### config.mk
export PLATFORM = sky130hd
export DESIGN_NAME = mmio_port_bank
export DESIGN_NICKNAME = d
export VERILOG_FILES = /design/src/rtl/mmio_pkg.sv /design/src/rtl/mmio_port_bank_in_filter.sv /design/src/rtl/mmio_port_bank.sv
export SDC_FILE = /design/constraint.sdc
export NUM_CORES = 1
export LEC_CHECK = 0
export BUFFER_PORTS_ARGS = -buffer_cell sky130_fd_sc_hd__buf_2
export CORE_UTILIZATION = 54
export CTS_CLUSTER_DIAMETER = 30
export DETAILED_ROUTE_END_ITERATION = 8
export PLACE_DENSITY = 0.86
export SYNTH_ARGS = -nofsm -noshare
export SYNTH_HDL_FRONTEND = slang
export SYNTH_SLANG_ARGS = --single-unit
export TNS_END_PERCENT = 100
### constraint.sdc
create_clock -name clk -period 3.5 [get_ports clk]
set_clock_uncertainty 0.15 [all_clocks]
set_input_delay 0.35 -clock clk [delete_from_list [all_inputs] [get_ports clk]]
set_output_delay 0.35 -clock clk [all_outputs]
set_load 0.01 [all_outputs]
### src/rtl/mmio_pkg.sv
// Shared definitions for the MMIO port bank: register offsets, parameter
// limits and the offset decoder used by the bank top.
package mmio_pkg;

    // Byte offsets within the 256-byte bank window
    localparam logic [7:0] OFF_IN     = 8'h00;
    localparam logic [7:0] OFF_STATUS = 8'h40;
    localparam logic [7:0] OFF_IEN    = 8'h44;
    localparam logic [7:0] OFF_OUT    = 8'h80;

    // Legal parameter ranges
    localparam int N_CH_MIN = 1;
    localparam int N_CH_MAX = 16;
    localparam int W_MIN    = 1;
    localparam int W_MAX    = 32;
    localparam int FILT_MIN = 1;
    localparam int FILT_MAX = 255;

    // Filter counter must hold FILT_MAX
    localparam int CNT_W = 8;

    typedef enum logic [2:0] {
        RGN_NONE,
        RGN_IN,
        RGN_STATUS,
        RGN_IEN,
        RGN_OUT
    } region_e;

    // Classify a word offset (addr[7:2]); byte lanes are never decoded.
    function automatic region_e decode_region(input logic [5:0] woff);
        region_e r;
        r = RGN_NONE;
        if (woff[5:4] == OFF_IN[7:6])
            r = RGN_IN;
        else if (woff == OFF_STATUS[7:2])
            r = RGN_STATUS;
        else if (woff == OFF_IEN[7:2])
            r = RGN_IEN;
        else if (woff[5:4] == OFF_OUT[7:6])
            r = RGN_OUT;
        return r;
    endfunction

endpackage

### src/rtl/mmio_port_bank_in_filter.sv
// in_filter: one input channel -- 2-flop synchronizer followed by a
// stability filter. The filtered value only follows the synchronized value
// once it has been seen unchanged for FILT consecutive comparisons.
module in_filter
    import mmio_pkg::*;
#(
    parameter int IW   = 8,
    parameter int FILT = 4
)(
    input  logic          clk,
    input  logic          reset,
    input  logic [IW-1:0] i_din,
    output logic [IW-1:0] o_filt,
    output logic          o_chg
);

    localparam logic [CNT_W-1:0] FILT_C = CNT_W'(FILT);

    logic [IW-1:0]    r_sync1;
    logic [IW-1:0]    r_sync2;
    logic [IW-1:0]    r_filt;
    logic [CNT_W-1:0] r_cnt;
    logic [CNT_W-1:0] w_cnt_next;
    logic             w_take;

    // Two-stage synchronizer for the asynchronous channel input
    always_ff @(posedge clk or negedge reset) begin
        if (!reset) begin
            r_sync1 <= '0;
            r_sync2 <= '0;
        end else begin
            r_sync1 <= i_din;
            r_sync2 <= r_sync1;
        end
    end

    // Stability counter: the sample about to become the synchronized value
    // is compared with the one currently held; any difference restarts it.
    always_comb begin
        w_cnt_next = '0;
        if (r_sync1 == r_sync2)
            w_cnt_next = (r_cnt == FILT_C) ? r_cnt : r_cnt + 1'b1;
        w_take = (w_cnt_next == FILT_C);
        o_chg  = w_take && (r_sync2 != r_filt);
    end

    // Counter and filtered value registers
    always_ff @(posedge clk or negedge reset) begin
        if (!reset) begin
            r_cnt  <= '0;
            r_filt <= '0;
        end else begin
            r_cnt <= w_cnt_next;
            if (w_take)
                r_filt <= r_sync2;
        end
    end

    assign o_filt = r_filt;

endmodule

### src/rtl/mmio_port_bank.sv
// mmio_port_bank: memory-mapped bank of filtered input channels, a sticky
// W1C change-status register and registered output channels.
// Optional feature macro: MMIO_IRQ_EN adds an interrupt-enable register at
// offset 0x44 and a registered level interrupt output irq.
module mmio_port_bank
    import mmio_pkg::*;
#(
    parameter int          N_IN  = 2,
    parameter int          N_OUT = 1,
    parameter int          IW    = 8,
    parameter int          OW    = 16,
    parameter int          FILT  = 4,
    parameter logic [31:0] BASE  = 32'h0000_0400
)(
    input  logic                  clk,
    input  logic                  reset,
    input  logic                  we,
    input  logic                  re,
    input  logic [31:0]           addr,
    input  logic [31:0]           wdata,
    output logic [31:0]           rdata,
    output logic                  hit,
    input  logic [N_IN*IW-1:0]    din,
    output logic [N_OUT*OW-1:0]   dout
`ifdef MMIO_IRQ_EN
    ,
    output logic                  irq
`endif
);

    logic [N_IN-1:0][IW-1:0]  w_filt;
    logic [N_IN-1:0]          w_chg;
    logic [N_IN-1:0]          r_status;
    logic [N_IN-1:0]          w_status_clr;
    logic [N_IN-1:0]          w_status_next;
    logic [N_OUT-1:0][OW-1:0] r_dout;
    region_e                  w_region;
    logic [3:0]               w_idx;
    logic                     w_wr;
    logic                     w_unused;

    assign hit      = (addr[31:8] == BASE[31:8]);
    assign w_region = decode_region(addr[7:2]);
    assign w_idx    = addr[5:2];
    assign w_wr     = we & hit;

    // Reads have no side effects and byte lanes are ignored, so these bits
    // are intentionally not decoded.
    assign w_unused = ^{re, addr[1:0], wdata};

    for (genvar g = 0; g < N_IN; g++) begin : g_in
        in_filter #(
            .IW   (IW),
            .FILT (FILT)
        ) u_in_filter (
            .clk    (clk),
            .reset  (reset),
            .i_din  (din[g*IW +: IW]),
            .o_filt (w_filt[g]),
            .o_chg  (w_chg[g])
        );
    end

    // Status next-state: W1C clear, then new changes OR'd in so a set wins
    always_comb begin
        w_status_clr = '0;
        if (w_wr && w_region == RGN_STATUS)
            w_status_clr = wdata[N_IN-1:0];
        w_status_next = (r_status & ~w_status_clr) | w_chg;
    end

    // Sticky change-status register
    always_ff @(posedge clk or negedge reset) begin
        if (!reset)
            r_status <= '0;
        else
            r_status <= w_status_next;
    end

    // Output channel registers, loaded by bus writes to implemented channels
    always_ff @(posedge clk or negedge reset) begin
        if (!reset) begin
            r_dout <= '0;
        end else if (w_wr && w_region == RGN_OUT) begin
            for (int j = 0; j < N_OUT; j++)
                if (w_idx == 4'(j))
                    r_dout[j] <= wdata[OW-1:0];
        end
    end

    assign dout = r_dout;

`ifdef MMIO_IRQ_EN
    logic [N_IN-1:0] r_ien;
    logic            r_irq;

    // Interrupt enable mask
    always_ff @(posedge clk or negedge reset) begin
        if (!reset)
            r_ien <= '0;
        else if (w_wr && w_region == RGN_IEN)
            r_ien <= wdata[N_IN-1:0];
    end

    // Registered level interrupt from enabled status bits
    always_ff @(posedge clk or negedge reset) begin
        if (!reset)
            r_irq <= 1'b0;
        else
            r_irq <= |(r_status & r_ien);
    end

    assign irq = r_irq;
`endif

    // Combinational read mux; anything unimplemented reads as zero
    always_comb begin
        rdata = '0;
        if (hit) begin
            case (w_region)
                RGN_IN: begin
                    for (int i = 0; i < N_IN; i++)
                        if (w_idx == 4'(i))
                            rdata = 32'(w_filt[i]);
                end
                RGN_STATUS: rdata = 32'(r_status);
`ifdef MMIO_IRQ_EN
                RGN_IEN:    rdata = 32'(r_ien);
`endif
                RGN_OUT: begin
                    for (int j = 0; j < N_OUT; j++)
                        if (w_idx == 4'(j))
                            rdata = 32'(r_dout[j]);
                end
                default:    rdata = '0;
            endcase
        end
    end

endmodule

# Word-level counts from Yosys, hierarchy flattened

Cells that the tools add are included.
Widths: inputs -> output; s select.

Add/subtract/negate cells: 2
Equality and inequality tests: 16
Muxes and demuxes: 14
Bitwise operators: 4
Reductions and logical operators: 7

Operator list:

| operator            | count |
|---|---|
| $pmux 32 s3         | 1 |
| $mux 32             | 2 |
| $mux 8              | 5 |
| $eq 8x3->1 const B  | 4 |
| $eq 24x3->1 const B | 1 |
| $add 8x1->8 const B | 2 |
| $eq 8x8->1          | 2 |
| $mux 16             | 1 |
| $ne 8x8->1          | 2 |
| $eq 6x5->1 const B  | 2 |
| $mux 3              | 4 |
| $eq 4x1->1 const B  | 1 |
| $logic_and 1x1->1   | 4 |
| $logic_not 4->1     | 1 |
| $eq 3x1->1 const B  | 1 |
| $eq 3x2->1 const B  | 1 |
| $eq 3x3->1 const B  | 1 |
| $and 2x2->2         | 1 |
| $eq 2x2->1 const B  | 1 |
| $logic_not 2->1     | 1 |
| $mux 2              | 1 |
| $not 2->2           | 1 |
| $or 2x2->2          | 1 |
| $reduce_and 2->1    | 1 |
| $and 1x1->1         | 1 |

Flip-flop bits (word level): 82
Output and inout port bits: 49

# Depth between registers and ports, before layout

Depth in word-level cells: 11
Mapped depth: 7
Gate-level depth less buffers: 7

# By module

From an unflattened synthesis, not the netlist that was laid out.

Cells, all modules: 324
Area, all modules: 4,026.4 µm²

Modules (own cells, without submodules):

| module         | times used | cells an instance | area each (µm²) | seq. area each (µm²) |
|---|---|---|---|---|
| in_filter      | 2          | 105               | 1,393.8         | 800.8 |
| mmio_port_bank | 1          | 114               | 1,238.7         | 450.4 |

# Least setup slack after synthesis

Ideal clock, no wire load.

Path kind: input -> output
Start point: in addr[27]
End point: out rdata[10]
Arrival time: 1,889 ps
Required time: 3,000 ps
Slack: 1,111 ps
Cell stages on the path: 6
Path buffers: 1
Cell sequence: nor4_1 -> nand4_1 -> or4_4 -> buf_6 -> nor3b_2 -> and2_1

Word-level cells in the longest chain between the ends: 2

Ends and longest elaborated chain:

| element         | RTL line              | source |
|---|---|---|
| start, declared | mmio_port_bank.sv:19  | `input logic [31:0] addr,` |
| $eq 24x3->1     | mmio_port_bank.sv:42  | `assign hit = (addr[31:8] == BASE[31:8]);` |
| $mux 32         | mmio_port_bank.sv:119 | `if (hit) begin` |
| end, declared   | mmio_port_bank.sv:21  | `output logic [31:0] rdata,` |

No other way between the ends.

# Worst setup path in the final report

Start point: in addr[20]
End point: out rdata[8]

The elaborated chain is that of the path after synthesis.

==> flow_summary.toml <==
[critical_path]
cpMostUsedCell = "buf_2"
worst_setup_path_end_kind = "output pin"
cp_num_buf_inv = 2
crit_arrival_ns = 2.28
critPathKind = "primary input to output pin"
crit_path_max_fanout = 8
critPathSlowestCell = "or4_4"
critPathRequiredTime_ns = 3.00
critical_path.top_delay_family = "simple AND/OR/NAND/NOR gates"
path_cells = "buf_2, nor4_1, nand4_1, or4_4, nor3b_2, and2_1, buf_2"
max_stage_delay_ns = 0.63
startpoint_type = "primary input"

[die]
rows = 30
dieWidth_um = 86.9
core_um2 = 6870
start_util_pct = 56.7
die_area_um2 = 7550
fp.dieH_um = 86.9
boundaryPins = 133

[clock_network]
cts_setup_buffers = 0
tritoncts = "yes"
cts.sinks = 82
cts_max_level = 3
clk_latency_ns = 0.36
cts_root_buffer = "clkbuf_8"
clock_tree.buffer_depth = 2
cts_buffers = 9
clkTransAtPathRegs_ns = 0.08

[sta]
fin_crit_ns = 2.78
worst_slew_pin_slew_ns = 1.00
rsz0062_at_grt = "no"
timing.final.ws_setup_ns = 0.724
tns_ns = 0
max_freq_mhz = 360
finalCritPeriodShare_pct = 79.3
final_hold_viol_count = 2
finalSetupViolCount = 0
hold_slack_ns = -0.00981
slew_headroom_pct = 33.2
drv_slew = 0

[final_layout]
drive_gt1_share_pct = 33.3
final_util_pct = 69.4
stdcell_area_um2 = 4770
fillers = 489
diodes = 0
nNetsFinal = 534
finalNonFillerCells = 547
layout-area-overhead-vs-synth_pct = 22.5
final_cell_mix = "96 x buf_2, 82 x dfrtp_1, 37 x nor2_1, 32 x xor2_1, 22 x mux2_2"
final_common_cell = "buf_2"

[pwr]
ir_drop_v = 0.000357
combPwrFrac_pct = 6.2
p_per_area_nw_per_um2 = 387
p_leak_nw = 2.35
power_mw = 1.85
power_frac_seq_pct = 53.3
clkPwrFrac_pct = 40.6
power.share.switching_pct = 23.1
p_sw_mw = 0.426
p_int_mw = 1.42

[logic_synthesis]
synth_edf_count = 0
synthFlopType = "dfrtp_1"
yosys.area.top_type_share_pct = 52.7
async_reset_ff_share_pct = 100
avgSynthCellArea_um2 = 11.8
ys_warn_count = 0
seq_area_frac_synth_pct = 52.7
yosysUniqueCellTypes = 40
syn_inst = 329
synth_top_area_cell = "dfrtp_1"
synth_area_um2 = 3890
yosys-top-cells-area = "dfrtp_1 53%, xor2_1 7.2%, mux2_2 6.4%"
synth-seq-cells = 82

[outcome]
violations = "negative hold slack"
outcome = "complete, but fails checks"

[global_route]
grt_pass1_vias = 2816
grt_pass1_wl_um = 13200
grt_max_degree = 83
track_usage_pct = 23.7
grt-ovfl-total = 0
antenna_found_initial = 0

[route]
wirelength_um = 8270
routed_via_density = 5.24
firstDrtPassIters = 4
dr.first_iter.drc_count = 125
drc = 0
wl_per_cell_um = 15.1
vias = 2869
antenna_left = 0

[place]
gp_congestion = 0.852
place_area_um2 = 4390
dp_slack_ns = 0.682
portBuffers = 97
dp_cells = 515
place_hpwl_um = 5930

[run]
maxCapViolations = 0

[hold_path]
hold_class = "primary input to async pin"
synth_stat cells, types with 2 or more instances:
cell	number
dfrtp_1	82
nor2_1	37
xor2_1	32
mux2_2	22
buf_4	16
nand2_1	15
xnor2_1	15
nor4_1	11
mux2_4	10
a21oi_1	9
mux2i_1	9
and2_1	8
nand3_1	8
nand4_1	7
inv_1	6
nor3_1	5
ha_1	4
nor2b_1	4
a22oi_1	3
o21ai_0	3
buf_1	2
clkbuf_1	2
or3_1	2
path summary, 6_finish.rpt:
path	endpoint	slack, ns	start	cells after the start
max	rdata[8]	0.72	addr[20]	7
min	r_status[1]	-0.01	reset	1
max reg2reg	g_in[0].u_in_filter.o_filt[7]	0.89	g_in[0].u_in_filter.r_cnt[4]	5
min reg2reg	g_in[0].u_in_filter.r_sync2[0]	0.24	g_in[0].u_in_filter.r_sync1[0]	0
max in group asynchronous	g_in[0].u_in_filter.r_sync1[3]	2.55	reset	1
min in group clk	dout[12]	0.07	wdata[12]	2
flip-flops by register name, summed over array words and instances (netlist names):
register                  count
r_status                      2
g_in.u_in_filter.r_sync2     16
g_in.u_in_filter.o_filt      16
dout                         16
g_in.u_in_filter.r_cnt       16
g_in.u_in_filter.r_sync1     16
final cells by class:
class	count	area [um^2]	area share (%)
Clock inverter	7	93.8	1.97
Sequential cell	82	2050	43.0
Tap cell	96	120	2.52
Inverter	6	22.5	0.472
Multi-Input combinational cell	234	1710	35.8
Clock buffer	9	124	2.60
Timing Repair Buffer	113	648	13.6
metal layers:
layer / up-vias / global-route usage [%] / share of wire (%)
met1: 1394 / 27.9 / 40
li1: 1326 / - / -
met2: 129 / 41.4 / 51
met3: 20 / 5.12 / 6.1
met5: - / 0 / 0
met4: 0 / 10.6 / 2.4
cells by family after synthesis:
logic type                 count (synthesis)  share of synthesized area (%)
and+or+nand+nor                          106                           14.4
other                                      1                         0.0963
buffers and inverters                     28                           4.85
adders and majority gates                  4                           1.29
DFF                                       82                           52.7
AOI/OAI and AO/OA                         20                           3.60
xor gates and xnor gates                  47                           10.6
muxes                                     41                           12.5
power groups by stage:
| stage | clock [mW] | combinational (mW) | sequential, mW |
|---|---|---|---|
| 2_1_floorplan | 0 | 0.0544 | 0.998 |
| 3_3_place_gp | 0 | 0.0981 | 1.00 |
| 3_5_place_dp | 0 | 0.100 | 1.00 |
| 4_1_cts | 0.760 | 0.115 | 0.984 |
| 5_1_grt | 0.800 | 0.128 | 0.987 |
| 6_report | 0.750 | 0.114 | 0.984 |
repair_timing:
item | in CTS | in global routing
hold buffers | 16 | 0
hold endpoints to repair | 16 | 0
gates resized for setup | 0 | 0
(Power assumes the default switching activity.)
